`src/rtl/ram_arbiter.sv`:
```
// ram_arbiter
//   Two-master arbiter in front of the single data RAM (1-cycle read latency).
//   Master 0 is the core load/store path, master 1 is the JTAG debug memory
//   port. At most one access is granted per cycle; the read response is routed
//   back to the master that issued it one cycle later.
//
//   Optional feature: define MEM_ARB_RR_EN to resolve contention in ARB
//   round-robin (last-winner register) instead of fixed M0 priority with the
//   STARVE_MAX escape.
//
// Parameters
//   DW          data width
//   AW          address width
//   STARVE_MAX  consecutive losing cycles before M1 is forced to win (1..15)
//
// Ports
//   clk, rst                        clock, synchronous active-high reset
//   m0_req/wen/addr/wdata           core request (wen==0 -> read)
//   m0_gnt/rvalid/rdata             core grant and read response
//   m1_req/wen/addr/wdata/lock      JTAG request; lock keeps the bus after grant
//   m1_gnt/rvalid/rdata             JTAG grant and read response
//   ram_wen/w_addr/w_data           RAM write port
//   ram_ren/r_addr, ram_r_data      RAM read port (data valid 1 cycle after ren)
//   core_stall                      core is requesting but not granted
module ram_arbiter #(
  parameter int DW         = 32,
  parameter int AW         = 32,
  parameter int STARVE_MAX = 4
) (
  input  logic          clk,
  input  logic          rst,
  input  logic          m0_req,
  input  logic [3:0]    m0_wen,
  input  logic [AW-1:0] m0_addr,
  input  logic [DW-1:0] m0_wdata,
  output logic          m0_gnt,
  output logic          m0_rvalid,
  output logic [DW-1:0] m0_rdata,
  input  logic          m1_req,
  input  logic [3:0]    m1_wen,
  input  logic [AW-1:0] m1_addr,
  input  logic [DW-1:0] m1_wdata,
  input  logic          m1_lock,
  output logic          m1_gnt,
  output logic          m1_rvalid,
  output logic [DW-1:0] m1_rdata,
  output logic [3:0]    ram_wen,
  output logic [AW-1:0] ram_w_addr,
  output logic [DW-1:0] ram_w_data,
  output logic          ram_ren,
  output logic [AW-1:0] ram_r_addr,
  input  logic [DW-1:0] ram_r_data,
  output logic          core_stall
);

  typedef enum logic [0:0] {ARB, LOCK1} state_t;

  state_t          state, state_nxt;
  logic            gnt0_p0, gnt1_p0;
  logic            win1_p0;
  logic [3:0]      wen_p0;
  logic [AW-1:0]   addr_p0;
  logic [DW-1:0]   wdata_p0;
  logic            granted_p0;
  logic            rd_p0;
  logic            vld_p1;
  logic            own_p1;

`ifdef MEM_ARB_RR_EN
  logic            last_win;

  // Round-robin: the master that did not win last time takes the contended cycle.
  assign win1_p0 = ~last_win;

  always_ff @(posedge clk) begin
    if (rst)          last_win <= 1'b0;
    else if (gnt0_p0) last_win <= 1'b0;
    else if (gnt1_p0) last_win <= 1'b1;
  end
`else
  localparam logic [3:0] STARVE_LIM = 4'(STARVE_MAX);

  logic [3:0]      starve_cnt;

  function automatic logic [3:0] sat_inc(input logic [3:0] v);
    return (v >= STARVE_LIM) ? STARVE_LIM : v + 4'd1;
  endfunction

  assign win1_p0 = (starve_cnt == STARVE_LIM);

  always_ff @(posedge clk) begin
    if (rst)                     starve_cnt <= 4'd0;
    else if (!m1_req || gnt1_p0) starve_cnt <= 4'd0;
    else                         starve_cnt <= sat_inc(starve_cnt);
  end
`endif

  // ---- p0: grant decision and RAM request drive ----
  always_ff @(posedge clk) begin
    if (rst) state <= ARB;
    else     state <= state_nxt;
  end

  // Grants are forced low during reset so every output sits at its reset value.
  always_comb begin
    state_nxt = state;
    gnt0_p0   = 1'b0;
    gnt1_p0   = 1'b0;
    if (!rst) begin
      case (state)
        ARB: begin
          if (m0_req && m1_req) begin
            gnt1_p0 = win1_p0;
            gnt0_p0 = ~win1_p0;
          end else begin
            gnt0_p0 = m0_req;
            gnt1_p0 = m1_req;
          end
          if (gnt1_p0 && m1_lock) state_nxt = LOCK1;
        end
        LOCK1: begin
          gnt1_p0 = m1_req;
          if (!(m1_req && m1_lock)) state_nxt = ARB;
        end
        default: state_nxt = ARB;
      endcase
    end
  end

  assign wen_p0     = gnt1_p0 ? m1_wen   : m0_wen;
  assign addr_p0    = gnt1_p0 ? m1_addr  : m0_addr;
  assign wdata_p0   = gnt1_p0 ? m1_wdata : m0_wdata;
  assign granted_p0 = gnt0_p0 | gnt1_p0;
  assign rd_p0      = granted_p0 && (wen_p0 == 4'd0);

  assign m0_gnt     = gnt0_p0;
  assign m1_gnt     = gnt1_p0;
  assign core_stall = m0_req & ~gnt0_p0 & ~rst;

  assign ram_wen    = granted_p0 ? wen_p0 : 4'd0;
  assign ram_ren    = rd_p0;
  assign ram_w_addr = addr_p0;
  assign ram_r_addr = addr_p0;
  assign ram_w_data = wdata_p0;

  // ---- p1: read response routed to the owner of the previous cycle's read ----
  always_ff @(posedge clk) begin
    if (rst) begin
      vld_p1 <= 1'b0;
      own_p1 <= 1'b0;
    end else begin
      vld_p1 <= rd_p0;
      own_p1 <= gnt1_p0;
    end
  end

  assign m0_rvalid = vld_p1 & ~own_p1 & ~rst;
  assign m1_rvalid = vld_p1 &  own_p1 & ~rst;
  assign m0_rdata  = m0_rvalid ? ram_r_data : '0;
  assign m1_rdata  = m1_rvalid ? ram_r_data : '0;

endmodule

```
`config.mk`:
```
export PLATFORM = sky130hd
export DESIGN_NAME = ram_arbiter
export DESIGN_NICKNAME = d
export VERILOG_FILES = /design/src/rtl/ram_arbiter.sv
export SDC_FILE = /design/constraint.sdc
export NUM_CORES = 1
export LEC_CHECK = 0
export BUFFER_PORTS_ARGS = -buffer_cell sky130_fd_sc_hd__buf_2
export CORE_AREA = 2 2 135 137
export CTS_CLUSTER_SIZE = 24
export DETAILED_ROUTE_END_ITERATION = 10
export DIE_AREA = 0 0 137 139
export GPL_TIMING_DRIVEN = 1
export PLACE_DENSITY = 0.48
export SLEW_MARGIN = 20
export SYNTH_ARGS = -nofsm -noshare
export SYNTH_HDL_FRONTEND = slang
export SYNTH_SLANG_ARGS = --single-unit
```
`constraint.sdc`:
```
create_clock -name clk -period 2.6 [get_ports clk]
set_input_delay 0.39 -clock clk [delete_from_list [all_inputs] [get_ports clk]]
set_output_delay 0.39 -clock clk [all_outputs]
set_load 0.03 [all_outputs]
```
==> metrics.txt <==
status=completed; Startpoint Class=flop; sequential cell area fraction in the yosys report=0.0680; largest cells by area after synthesis=mux2_4 28%, and2_1 20%, mux2_2 14%, buf_4 12%, dfxtp_1 6.8%; WL final=8.81 mm; clock buffer depth=2; Vias/cell=3.52; Synth Area in Compound Gates=0.0455; RR Endpoint=state; CTS Buf Count=3; unrepaired setup endpoints after global routing=no; RR Startpoint=starve_cnt[0]; DP HPWL=7.35 mm; Routed Antenna Nets=0; Die Footprint=19000 sq um; pin count of the biggest net entering global routing=34; core area=17700 sq um; GRT met1 Usage=0.0853; Slew Viols, Final=0; Worst R2R Setup Slack=940 ps; nets=705; Syn Inst Count=222; main combinational cell family by area after synthesis=multiplexers; layout cells sized above 1=0.794; Antenna Cells=0; final setup violation count=0; R2R cell count=8; Root Driver=clkbuf_16; Sink Count=7; vias in the first global route=2290; relative slew slack=0.644; FMAX=402 MHz; GR peak layer=met2; Ports=343; first-pass GRT wire length=11.5 mm; Pwr Density=274 nW/um^2; hold_buf cts=0; Layout area overhead=88.8%; Static Leak=2.41 nW; Setup CP Type=flop to primary output; Post-Layout Inst Area=3890 sq um; GRT Util Overall=0.0739; Synth Warn #=0; multiplexer area fraction after synthesis=0.419; Area after DPL=3740 sq um; mapped cell area=2060 sq um; top cell type by total area after synthesis=mux2_4; CTS clk-pin slew, worst paths=40 ps; worst hold path class=primary input to flop; initial antenna violation count=0; via count=2670; std cell rows=49; Worst Tran Pin Value=531 ps; crit path time final=2490 ps; Setup crit end kind=primary output; post-CTS sizing=0; wire per inst=11.6 um; Die Span Y=139 um; # port buffers=342; setup TNS=0 ps; CTS H-Tree Depth=1; # DRC=0; Post-Syn Area per Cell=9.29 sq um; worst hold slack=383 ps; CTS tree=done; Hold Crit Endpoint=state; met2 global-route usage=0.144; TritonRoute pass-1 iters=4; fin cells=758; met3 Usage GRT=0.00987; Crit path required time=2210 ps; Peak VDD IR=0.205 mV; Max-cap violations=0; Placer Congestion=0.793; Synth Net Count=397; Horiz. Die Dim=137 um; post-CTS setup buffer count=0; drt initial violations=60; dpl cells=751; hold_sp=m1_lock; xor-xnor portion of the synthesized cell area=0; Arrival @ worst endpoint=2100 ps; final worst-path cycle share=0.956; grt ovf=0; Hold Crit Depth=2; crit path max fanout=17; initial core utilization=0.117; Clock Skew=2.94 ps; area share of and/or/nand/nor cells after synthesis=0.257; #FFs+latches synth=7; Skew-Pair Late Insertion Delay=230 ps; Distinct cells, synth=29; Synth top area share=0.277; Final Hold Fails=0; Synth Area in Adders=0.0121
[cells in the final DEF, fill, tap and decap left out]
cell type | netlist | routed
or4_1 | 1 | 1
nor3_1 | 1 | 1
dfxtp_1 | 7 | 7
inv_1 | 7 | 7
and3b_2 | 1 | 1
buf_4 | 34 | 2
o32ai_1 | 6 | 6
a21o_1 | 1 | 1
and2b_1 | 1 | 1
and2_1 | 65 | 65
conb_1 | 1 | 1
nor3b_2 | 0 | 1
nand2b_1 | 6 | 6
buf_12 | 4 | 3
a21oi_1 | 1 | 1
o21ai_1 | 1 | 1
mux2_4 | 38 | 38
o21ai_4 | 1 | 1
nor3b_1 | 2 | 1
clkbuf_16 | 0 | 5
buf_2 | 0 | 342
inv_2 | 1 | 1
and3b_1 | 1 | 1
ha_1 | 2 | 2
nor2_1 | 2 | 2
o31ai_1 | 1 | 1
clkbuf_1 | 7 | 1
mux2_2 | 26 | 26
nor4b_1 | 1 | 1
nand4b_1 | 1 | 1
nor4_1 | 1 | 1
[report_power, final]
part | leakage [nW] | internal (mW) | switching [mW]
Sequential | 0.0572 | 0.111 | 0.00218
Clock | 0.0382 | 0.204 | 0.0551
Combinational | 2.32 | 0.290 | 0.403
Total | 2.41 | 0.605 | 0.460
[registers in the layout, indices dropped and copies added, names as in the netlist]
register / flops
own_p1: 1
state: 1
vld_p1: 1
starve_cnt: 4
[critical path: stages (launching register included)]
cell     delay (ps)
dfxtp_1         340
inv_1            50
ha_1            180
and3b_2         250
o21ai_4         150
buf_12          150
buf_12          170
mux2_2          360
buf_2           180
[worst max-delay path by stage]
stage,startpoint,endpoint,depth (start not counted)
5_1_grt,starve_cnt[0],ram_w_addr[2],8
3_5_place_dp,starve_cnt[0],ram_w_addr[2],7
6_report,starve_cnt[0],ram_w_addr[2],8
4_1_cts,starve_cnt[0],ram_w_addr[2],7
3_3_place_gp,starve_cnt[0],ram_w_addr[2],7
2_1_floorplan,starve_cnt[0],ram_wen[0],5
[logic make-up after synthesis]
kind of cell,Yosys count
simple gates,83
flops,7
fa+ha+maj,2
mux,64
compound gates,11
buf+inv,54
other cells,1
[layer usage]
layer / up-vias / part of all wire
li1: 1333 / -
met1: 1171 / 0.38
met2: 164 / 0.52
met3: 2 / 0.089
met4: 0 / 0.0043
met5: - / 0
[area by class of cell]
| type | instances | area [sq um] |
|---|---|---|
| clock buffers | 4 | 78.8 |
| well taps | 229 | 287 |
| flip-flops and latches | 7 | 140 |
| inverters | 8 | 30.0 |
| multi-input cells | 161 | 1520 |
| fillers | 1990 | 13800 |
| repair buffers | 349 | 1840 |
[cells in the mapped netlist, drive strengths merged]
master,instances
nor2,2
nand2b,6
a21oi,1
or4,1
inv,8
nor4b,1
o32ai,6
nor4,1
o21ai,2
ha,2
mux2,64
buf,39
and2,65
conb,1
nor3b,2
and2b,1
dfxtp,7
nor3,1
clkbuf,7
a21o,1
o31ai,1
and3b,2
nand4b,1
[per-stage QoR]
step	worst slack, ps	power [mW]	utilization
floorplan	382	0.603	-
global placement	327	0.800	0.212
detailed placement	307	0.799	0.212
CTS	57.8	1.07	0.216
global route	37.5	1.13	0.220
finish	115	1.06	0.220
Power figures use the tool's default switching activity.
